[config.mk]
export PLATFORM = sky130hd
export DESIGN_NAME = imu_burst_reader
export DESIGN_NICKNAME = d
export VERILOG_FILES = /design/src/rtl/imu_burst_reader.sv
export SDC_FILE = /design/constraint.sdc
export NUM_CORES = 1
export LEC_CHECK = 0
export CAP_MARGIN = 40
export CORE_UTILIZATION = 30
export CTS_CLUSTER_SIZE = 8
export DETAILED_ROUTE_END_ITERATION = 7
export GPL_ROUTABILITY_DRIVEN = 0
export PLACE_DENSITY = 0.52
export SYNTH_ARGS = -nofsm -noshare
export SYNTH_HDL_FRONTEND = slang
export SYNTH_SLANG_ARGS = --single-unit
[constraint.sdc]
create_clock -name clk -period 2.8 [get_ports clk]
set_input_delay 0.56 -clock clk [delete_from_list [all_inputs] [get_ports clk]]
set_output_delay 0.56 -clock clk [all_outputs]
set_load 0.05 [all_outputs]
[src/rtl/imu_burst_reader.sv]
// IMU burst reader: writes a table of config registers over 4-wire SPI
// (mode 3), then repeatedly burst-reads N_BYTES starting at BASE_ADDR.
// Latency: a sample is published one cycle after the burst CS rise.
// Backpressure: valid/ready output; an unconsumed sample is overwritten
// by the next one and counted in overrun_cnt (saturating).
//
// Ports:
//   clk, reset       system clock, synchronous active-low reset
//   enable           gates the start of new bursts (in-flight burst completes)
//   SDO / SPC/CS/SDI SPI lines (SPC idles high, CS active low)
//   data/data_valid/data_ready  sample handshake, data[7:0] = byte at BASE_ADDR
//   cfg_done         configuration table written
//   overrun_cnt      count of samples overwritten before being consumed
module imu_burst_reader #(
    parameter int                 CLK_DIV       = 4,
    parameter int                 N_CFG         = 4,
    parameter logic [N_CFG*8-1:0] CFG_ADDR      = {8'h18, 8'h13, 8'h11, 8'h10},
    parameter logic [N_CFG*8-1:0] CFG_DATA      = {8'hE2, 8'h04, 8'h50, 8'h50},
    parameter logic [7:0]         BASE_ADDR     = 8'h22,
    parameter int                 N_BYTES       = 12,
    parameter int                 SAMPLE_PERIOD = 1_000_000
) (
    input  logic                 clk,
    input  logic                 reset,
    input  logic                 enable,
    input  logic                 SDO,
    output logic                 SPC,
    output logic                 CS,
    output logic                 SDI,
    output logic [N_BYTES*8-1:0] data,
    output logic                 data_valid,
    input  logic                 data_ready,
    output logic                 cfg_done,
    output logic [7:0]           overrun_cnt
);

    localparam int TXW = 8 + 8 * N_BYTES;   // longest frame (burst), bits
    localparam int RXW = 8 * N_BYTES;
    localparam int CW  = $clog2(2 * CLK_DIV - 1) + 1;
    localparam int HW  = $clog2(2 * TXW) + 1;
    localparam int WW  = $clog2(SAMPLE_PERIOD) + 1;
    localparam int EW  = $clog2(N_CFG) + 1;

    localparam logic [CW-1:0] DIV_LAST        = CW'(CLK_DIV - 1);
    localparam logic [CW-1:0] GAP_LAST        = CW'(2 * CLK_DIV - 1);
    localparam logic [HW-1:0] CFG_HALF_LAST   = HW'(32);
    localparam logic [HW-1:0] BURST_HALF_LAST = HW'(2 * TXW);
    localparam logic [WW-1:0] WAIT_LAST       = WW'(SAMPLE_PERIOD - 1);
    localparam logic [EW-1:0] ENTRY_LAST      = EW'(N_CFG - 1);

    typedef enum logic [2:0] {
        ST_INIT,
        ST_CFG_XFER,
        ST_CFG_GAP,
        ST_WAIT,
        ST_BURST_XFER,
        ST_BURST_GAP
    } state_t;

    state_t           r_state, w_state_nxt;
    logic [CW-1:0]    r_cnt, w_cnt_nxt;     // cycles within a half-period / gap
    logic [HW-1:0]    r_half, w_half_nxt;   // SPC half-period index in a frame
    logic [EW-1:0]    r_entry, w_entry_nxt;
    logic [WW-1:0]    r_wait, w_wait_nxt;
    logic [TXW-1:0]   r_tx;
    logic [RXW-1:0]   r_rx;
    logic             r_cs, r_spc, r_sdi;
    logic [RXW-1:0]   r_data;
    logic             r_valid, r_cfg_done;
    logic [7:0]       r_overrun;

    logic             w_load_cfg, w_load_burst;
    logic             w_xfer_nxt, w_shift_tx, w_sample, w_publish;
    logic [HW-1:0]    w_half_last;
    logic [6:0]       w_cfg_addr;
    logic [7:0]       w_cfg_data;
    logic [TXW-1:0]   w_tx_cfg, w_tx_burst;
    logic [RXW-1:0]   w_rx_le;

    assign w_half_last = (r_state == ST_CFG_XFER) ? CFG_HALF_LAST : BURST_HALF_LAST;

    always_comb begin
        w_state_nxt  = r_state;
        w_cnt_nxt    = r_cnt + 1'b1;
        w_half_nxt   = r_half;
        w_entry_nxt  = r_entry;
        // Saturate so a long enable=0 hold never wraps the period counter.
        w_wait_nxt   = (r_wait < WAIT_LAST) ? r_wait + 1'b1 : r_wait;
        w_load_cfg   = 1'b0;
        w_load_burst = 1'b0;
        case (r_state)
            ST_INIT: begin
                if (r_cnt == GAP_LAST) begin
                    w_state_nxt = ST_CFG_XFER;
                    w_cnt_nxt   = '0;
                    w_half_nxt  = '0;
                    w_load_cfg  = 1'b1;
                end
            end
            ST_CFG_XFER, ST_BURST_XFER: begin
                if (r_cnt == DIV_LAST) begin
                    w_cnt_nxt = '0;
                    if (r_half == w_half_last) begin
                        // CS rises here; the period counter starts from the burst CS rise.
                        w_state_nxt = (r_state == ST_CFG_XFER) ? ST_CFG_GAP : ST_BURST_GAP;
                        w_half_nxt  = '0;
                        if (r_state == ST_BURST_XFER)
                            w_wait_nxt = '0;
                    end else begin
                        w_half_nxt = r_half + 1'b1;
                    end
                end
            end
            ST_CFG_GAP: begin
                if (r_cnt == GAP_LAST) begin
                    w_cnt_nxt = '0;
                    if (r_entry == ENTRY_LAST) begin
                        w_state_nxt = ST_WAIT;
                        w_wait_nxt  = '0;
                    end else begin
                        w_entry_nxt = r_entry + 1'b1;
                        w_state_nxt = ST_CFG_XFER;
                        w_half_nxt  = '0;
                        w_load_cfg  = 1'b1;
                    end
                end
            end
            ST_WAIT: begin
                w_cnt_nxt = '0;
                if (r_wait >= WAIT_LAST && enable) begin
                    w_state_nxt  = ST_BURST_XFER;
                    w_half_nxt   = '0;
                    w_load_burst = 1'b1;
                end
            end
            ST_BURST_GAP: begin
                if (r_cnt == GAP_LAST) begin
                    w_state_nxt = ST_WAIT;
                    w_cnt_nxt   = '0;
                end
            end
            default: begin
                w_state_nxt = ST_INIT;
                w_cnt_nxt   = '0;
            end
        endcase
    end

    // Table lookup for the entry about to be sent; entry 0 is the MSB byte.
    always_comb begin
        w_cfg_addr = '0;
        w_cfg_data = '0;
        for (int i = 0; i < N_CFG; i++) begin
            if (w_entry_nxt == EW'(i)) begin
                w_cfg_addr = CFG_ADDR[8*(N_CFG-1-i) +: 7];
                w_cfg_data = CFG_DATA[8*(N_CFG-1-i) +: 8];
            end
        end
    end

    // Frames are MSB-aligned in r_tx; burst data bytes shift out as zeros.
    assign w_tx_cfg   = TXW'({1'b0, w_cfg_addr, w_cfg_data}) << (TXW - 16);
    assign w_tx_burst = TXW'({1'b1, BASE_ADDR[6:0]}) << (TXW - 8);

    // First received byte lands at the top of r_rx; publish it as data[7:0].
    always_comb begin
        w_rx_le = '0;
        for (int k = 0; k < N_BYTES; k++)
            w_rx_le[8*k +: 8] = r_rx[8*(N_BYTES-1-k) +: 8];
    end

    assign w_xfer_nxt = (w_state_nxt == ST_CFG_XFER) || (w_state_nxt == ST_BURST_XFER);
    // Odd half-periods are SPC low; SDI changes on their first cycle.
    assign w_shift_tx = w_xfer_nxt && w_half_nxt[0] && (w_cnt_nxt == '0);
    // SDO captured in the first cycle SPC is high again after a bit (half > 0, even).
    assign w_sample   = (r_state == ST_BURST_XFER) && (r_cnt == '0) &&
                        (r_half != '0) && !r_half[0];
    assign w_publish  = (r_state == ST_BURST_GAP) && (r_cnt == '0);

    always_ff @(posedge clk) begin
        if (!reset) begin
            r_state    <= ST_INIT;
            r_cnt      <= '0;
            r_half     <= '0;
            r_entry    <= '0;
            r_wait     <= '0;
            r_tx       <= '0;
            r_rx       <= '0;
            r_cs       <= 1'b1;
            r_spc      <= 1'b1;
            r_sdi      <= 1'b0;
            r_data     <= '0;
            r_valid    <= 1'b0;
            r_cfg_done <= 1'b0;
            r_overrun  <= '0;
        end else begin
            r_state <= w_state_nxt;
            r_cnt   <= w_cnt_nxt;
            r_half  <= w_half_nxt;
            r_entry <= w_entry_nxt;
            r_wait  <= w_wait_nxt;

            // SPI pins are registered from next-state so they never glitch.
            r_cs  <= !w_xfer_nxt;
            r_spc <= !(w_xfer_nxt && w_half_nxt[0]);

            if (w_load_cfg)
                r_tx <= w_tx_cfg;
            else if (w_load_burst)
                r_tx <= w_tx_burst;
            else if (w_shift_tx)
                r_tx <= r_tx << 1;

            if (w_shift_tx)
                r_sdi <= r_tx[TXW-1];
            else if (!w_xfer_nxt)
                r_sdi <= 1'b0;

            // Address-phase bits shift out of the top of r_rx before data completes.
            if (w_sample)
                r_rx <= {r_rx[RXW-2:0], SDO};

            if (r_state == ST_CFG_GAP && w_state_nxt == ST_WAIT)
                r_cfg_done <= 1'b1;

            if (w_publish) begin
                r_data  <= w_rx_le;
                r_valid <= 1'b1;
                // A handshake in the publish cycle consumed the old sample.
                if (r_valid && !data_ready && r_overrun != 8'hFF)
                    r_overrun <= r_overrun + 8'd1;
            end else if (r_valid && data_ready) begin
                r_valid <= 1'b0;
            end
        end
    end

    assign SPC         = r_spc;
    assign CS          = r_cs;
    assign SDI         = r_sdi;
    assign data        = r_data;
    assign data_valid  = r_valid;
    assign cfg_done    = r_cfg_done;
    assign overrun_cnt = r_overrun;

endmodule

==> metrics.cfg <==
[yosys]
synth_cells = 1256
syn-cell-area_sq_um = 9980
async_flop_share = 0
ys_types = 64
synth_edf_count = 0
avgSynthCellArea_sq_um = 7.94
synth_ff_type = dfxtp_1
yosysWarnings = 0
ys_seq_area_frac = 0.522
ys_seq_elements = 260
synthesis.nets = 1268

[status]
status = complete, no violations

[global_routing]
overflow = 0
grt_pass1_wl_mm = 41.2
grt_max_degree = 97
antenna_found_initial = 0
grtUsageTotal = 0.146
grt_pass1_vias = 8290

[route]
num_vias = 8564
viasPerCell = 4.75
wirelength_mm = 24.4
antenna_left = 0
drt_iter0_drc = 503
wl_per_cell_um = 13.5
first_pass_iters = 5
drc_errors = 0

[setup_path]
max_stage_delay_ps = 480
slowest_stage = or4b_4
critPathLaunchType = flip-flop
critical_path.cell_chain = inv_1, ha_1, or4b_4, nand2b_4, or3_1, nand3_2, and3_4, o21a_1, buf_4, a21oi_4, o32ai_1
endpoint_kind = flip-flop
crit_path_max_fanout = 5
cp_data_arrival_time_ps = 3020
worstPathRequired_ps = 3210
path_class = reg2reg

[timing]
setup_tns_ps = 0
fmax_mhz = 383
rsz0062_at_grt = false
hold_violations = 0
finalCritPeriodShare = 0.931
worst_slew_pin_slew_ps = 618
hold_ws_ps = 451
slew_headroom = 0.587
setup_viol = 0
skew_ps = 19.9
fin_crit_ps = 2610
maxSlewViolCount = 0

[power]
internal-power_mw = 6.22
switchingPower_mw = 1.68
seqPwrFrac = 0.472
power.leakage_nw = 4.24
irDropWorstVdd_mv = 0.373
p_sw_frac = 0.212
power_frac_clock = 0.509
comb_power_share = 0.019
p_per_area_nw_per_um2 = 618

[layout]
final_cell_mix = 425 x nand2_1, 260 x dfxtp_1, 219 x a21oi_1
syn_to_final_growth_pct = 28.1
diodes = 0
final_common_cell = nand2_1
drive_gt1_frac = 0.0712
num-nets-final = 1371

[floorplanning]
fp.dieH_um = 184
dieWidth_um = 184
die_area_sq_um = 34000
rows = 66
initial_core_util = 0.306
core_area_sq_um = 32600
io_pins = 114

[clock_tree]
cts_sinks = 260
cts.htree.levels = 2
clkLatencyLatePin_ps = 510
numCtsBuffers = 38
clk_pin_slew_ps = 50
clk_path_buf_depth = 3
cts_tree = done
cts_root_buf = clkbuf_16

[placed_design]
port_buffers = 113
hpwl_mm = 15.3

[job]
drv_cap = 0

[worst_hold_path]
hold_class = reg2reg

## synth_stat cells, types with 3 or more instances
| master | n | area share |
|---|---|---|
| nand2_1 | 425 | 0.16 |
| dfxtp_1 | 260 | 0.52 |
| a21oi_1 | 219 | 0.11 |
| clkbuf_1 | 70 | 0.026 |
| nor2_1 | 57 | 0.021 |
| xor2_1 | 21 | 0.018 |
| o21ai_0 | 19 | 0.0095 |
| inv_1 | 17 | 0.0064 |
| nand3_1 | 15 | 0.0075 |
| nand4_1 | 11 | 0.0069 |
| nor2b_1 | 10 | 0.0063 |
| nor3_1 | 9 | 0.0045 |
| and3_1 | 8 | 0.0050 |
| ha_1 | 7 | 0.0088 |
| and2_1 | 6 | 0.0038 |
| buf_2 | 6 | 0.0030 |
| o211ai_1 | 6 | 0.0045 |
| or3_1 | 6 | 0.0038 |
| xnor2_1 | 6 | 0.0053 |
| a31oi_1 | 5 | 0.0031 |
| nand3b_1 | 5 | 0.0038 |
| o221a_1 | 5 | 0.0056 |
| o32ai_1 | 5 | 0.0044 |
| buf_1 | 3 | 0.0011 |
| mux2i_1 | 3 | 0.0030 |
| o21a_1 | 3 | 0.0023 |
| o22ai_1 | 3 | 0.0019 |
| or2_2 | 3 | 0.0019 |
## power groups by stage
stage	Sequential, mW	Clock, mW	Combinational, mW
2_1_floorplan	3.80	0	0.0911
3_3_place_gp	3.80	0	0.153
3_5_place_dp	3.80	0	0.151
4_1_cts	3.73	4.16	0.152
5_1_grt	3.72	4.33	0.167
6_report	3.73	4.02	0.150
## final timing paths
check | endpoint | slack [ps] | startpoint | depth (start not counted)
setup / recovery | r_tx[93] | 190 | r_half[1] | 11
hold / removal | data[50] | 450 | data[50] | 2
setup reg to reg | r_tx[93] | 190 | r_half[1] | 11
hold reg to reg | data[50] | 450 | data[50] | 2
## area by class of cell
| class | count | area, sq um |
|---|---|---|
| multi-input cells | 898 | 4410 |
| flip-flops and latches | 260 | 5200 |
| well taps | 442 | 553 |
| repair buffers | 144 | 1520 |
| inverters | 17 | 68.8 |
| clock inverters | 3 | 37.5 |
| clock buffers | 40 | 980 |
| fillers | 3334 | 19800 |
## flip-flops by register name, summed over array words and instances, names as in the netlist
name and flops:
SDI 1, data 96, SPC 1, r_entry 3
CS 1, r_wait 21, overrun_cnt 8, r_rx 96
cfg_done 1, r_tx 15, data_valid 1, r_half 9
r_cnt 4, r_state 3
## kinds of logic after synthesis
kind of cell,Yosys count,share of synthesized area
and+or+nand+nor,577,0.246
muxes,3,0.00301
AOI/OAI and AO/OA,284,0.158
adders and majority gates,7,0.00878
xor gates and xnor gates,27,0.0237
DFF,260,0.522
buffers and inverters,98,0.0388
## repair_timing
item / 4_1_cts / 5_1_grt
gates resized for setup: 0 / 2
hold buffers: 0 / 0
buffers inserted: 0 / 0
setup endpoints to repair: 0 / 6
## per-stage QoR
| stage | cell area [sq um] | instances | total power, mW | util | worst slack [ps] |
|---|---|---|---|---|---|
| 6_report | 12800 | 1804 | 7.90 | 0.392 | 192 |
| 5_1_grt | 12800 | 1804 | 8.22 | 0.392 | 10.7 |
| 4_1_cts | 12800 | 1804 | 8.04 | 0.392 | 184 |
| 3_5_place_dp | 11800 | 1761 | 3.95 | 0.360 | 213 |
| 3_3_place_gp | 11700 | 1760 | 3.95 | 0.359 | 274 |
| 2_1_floorplan | 9980 | 1256 | 3.89 | - | 351 |
## worst max-delay path, delay by kind of cell, from the launching register on
kind	cells	cell delay, ps
and+or+nand+nor	5	1290
AOI/OAI and AO/OA	3	530
DFF	1	330
buffers and inverters	2	230
adders and majority gates	1	130
## per-layer routing
metal / part of all wire / global-route usage
met1: 0.48 / 0.189
met2: 0.44 / 0.235
met3: 0.054 / 0.0373
met4: 0.021 / 0.0493
met5: 0 / 0
Note: power is estimated with default switching activity, not from simulation.
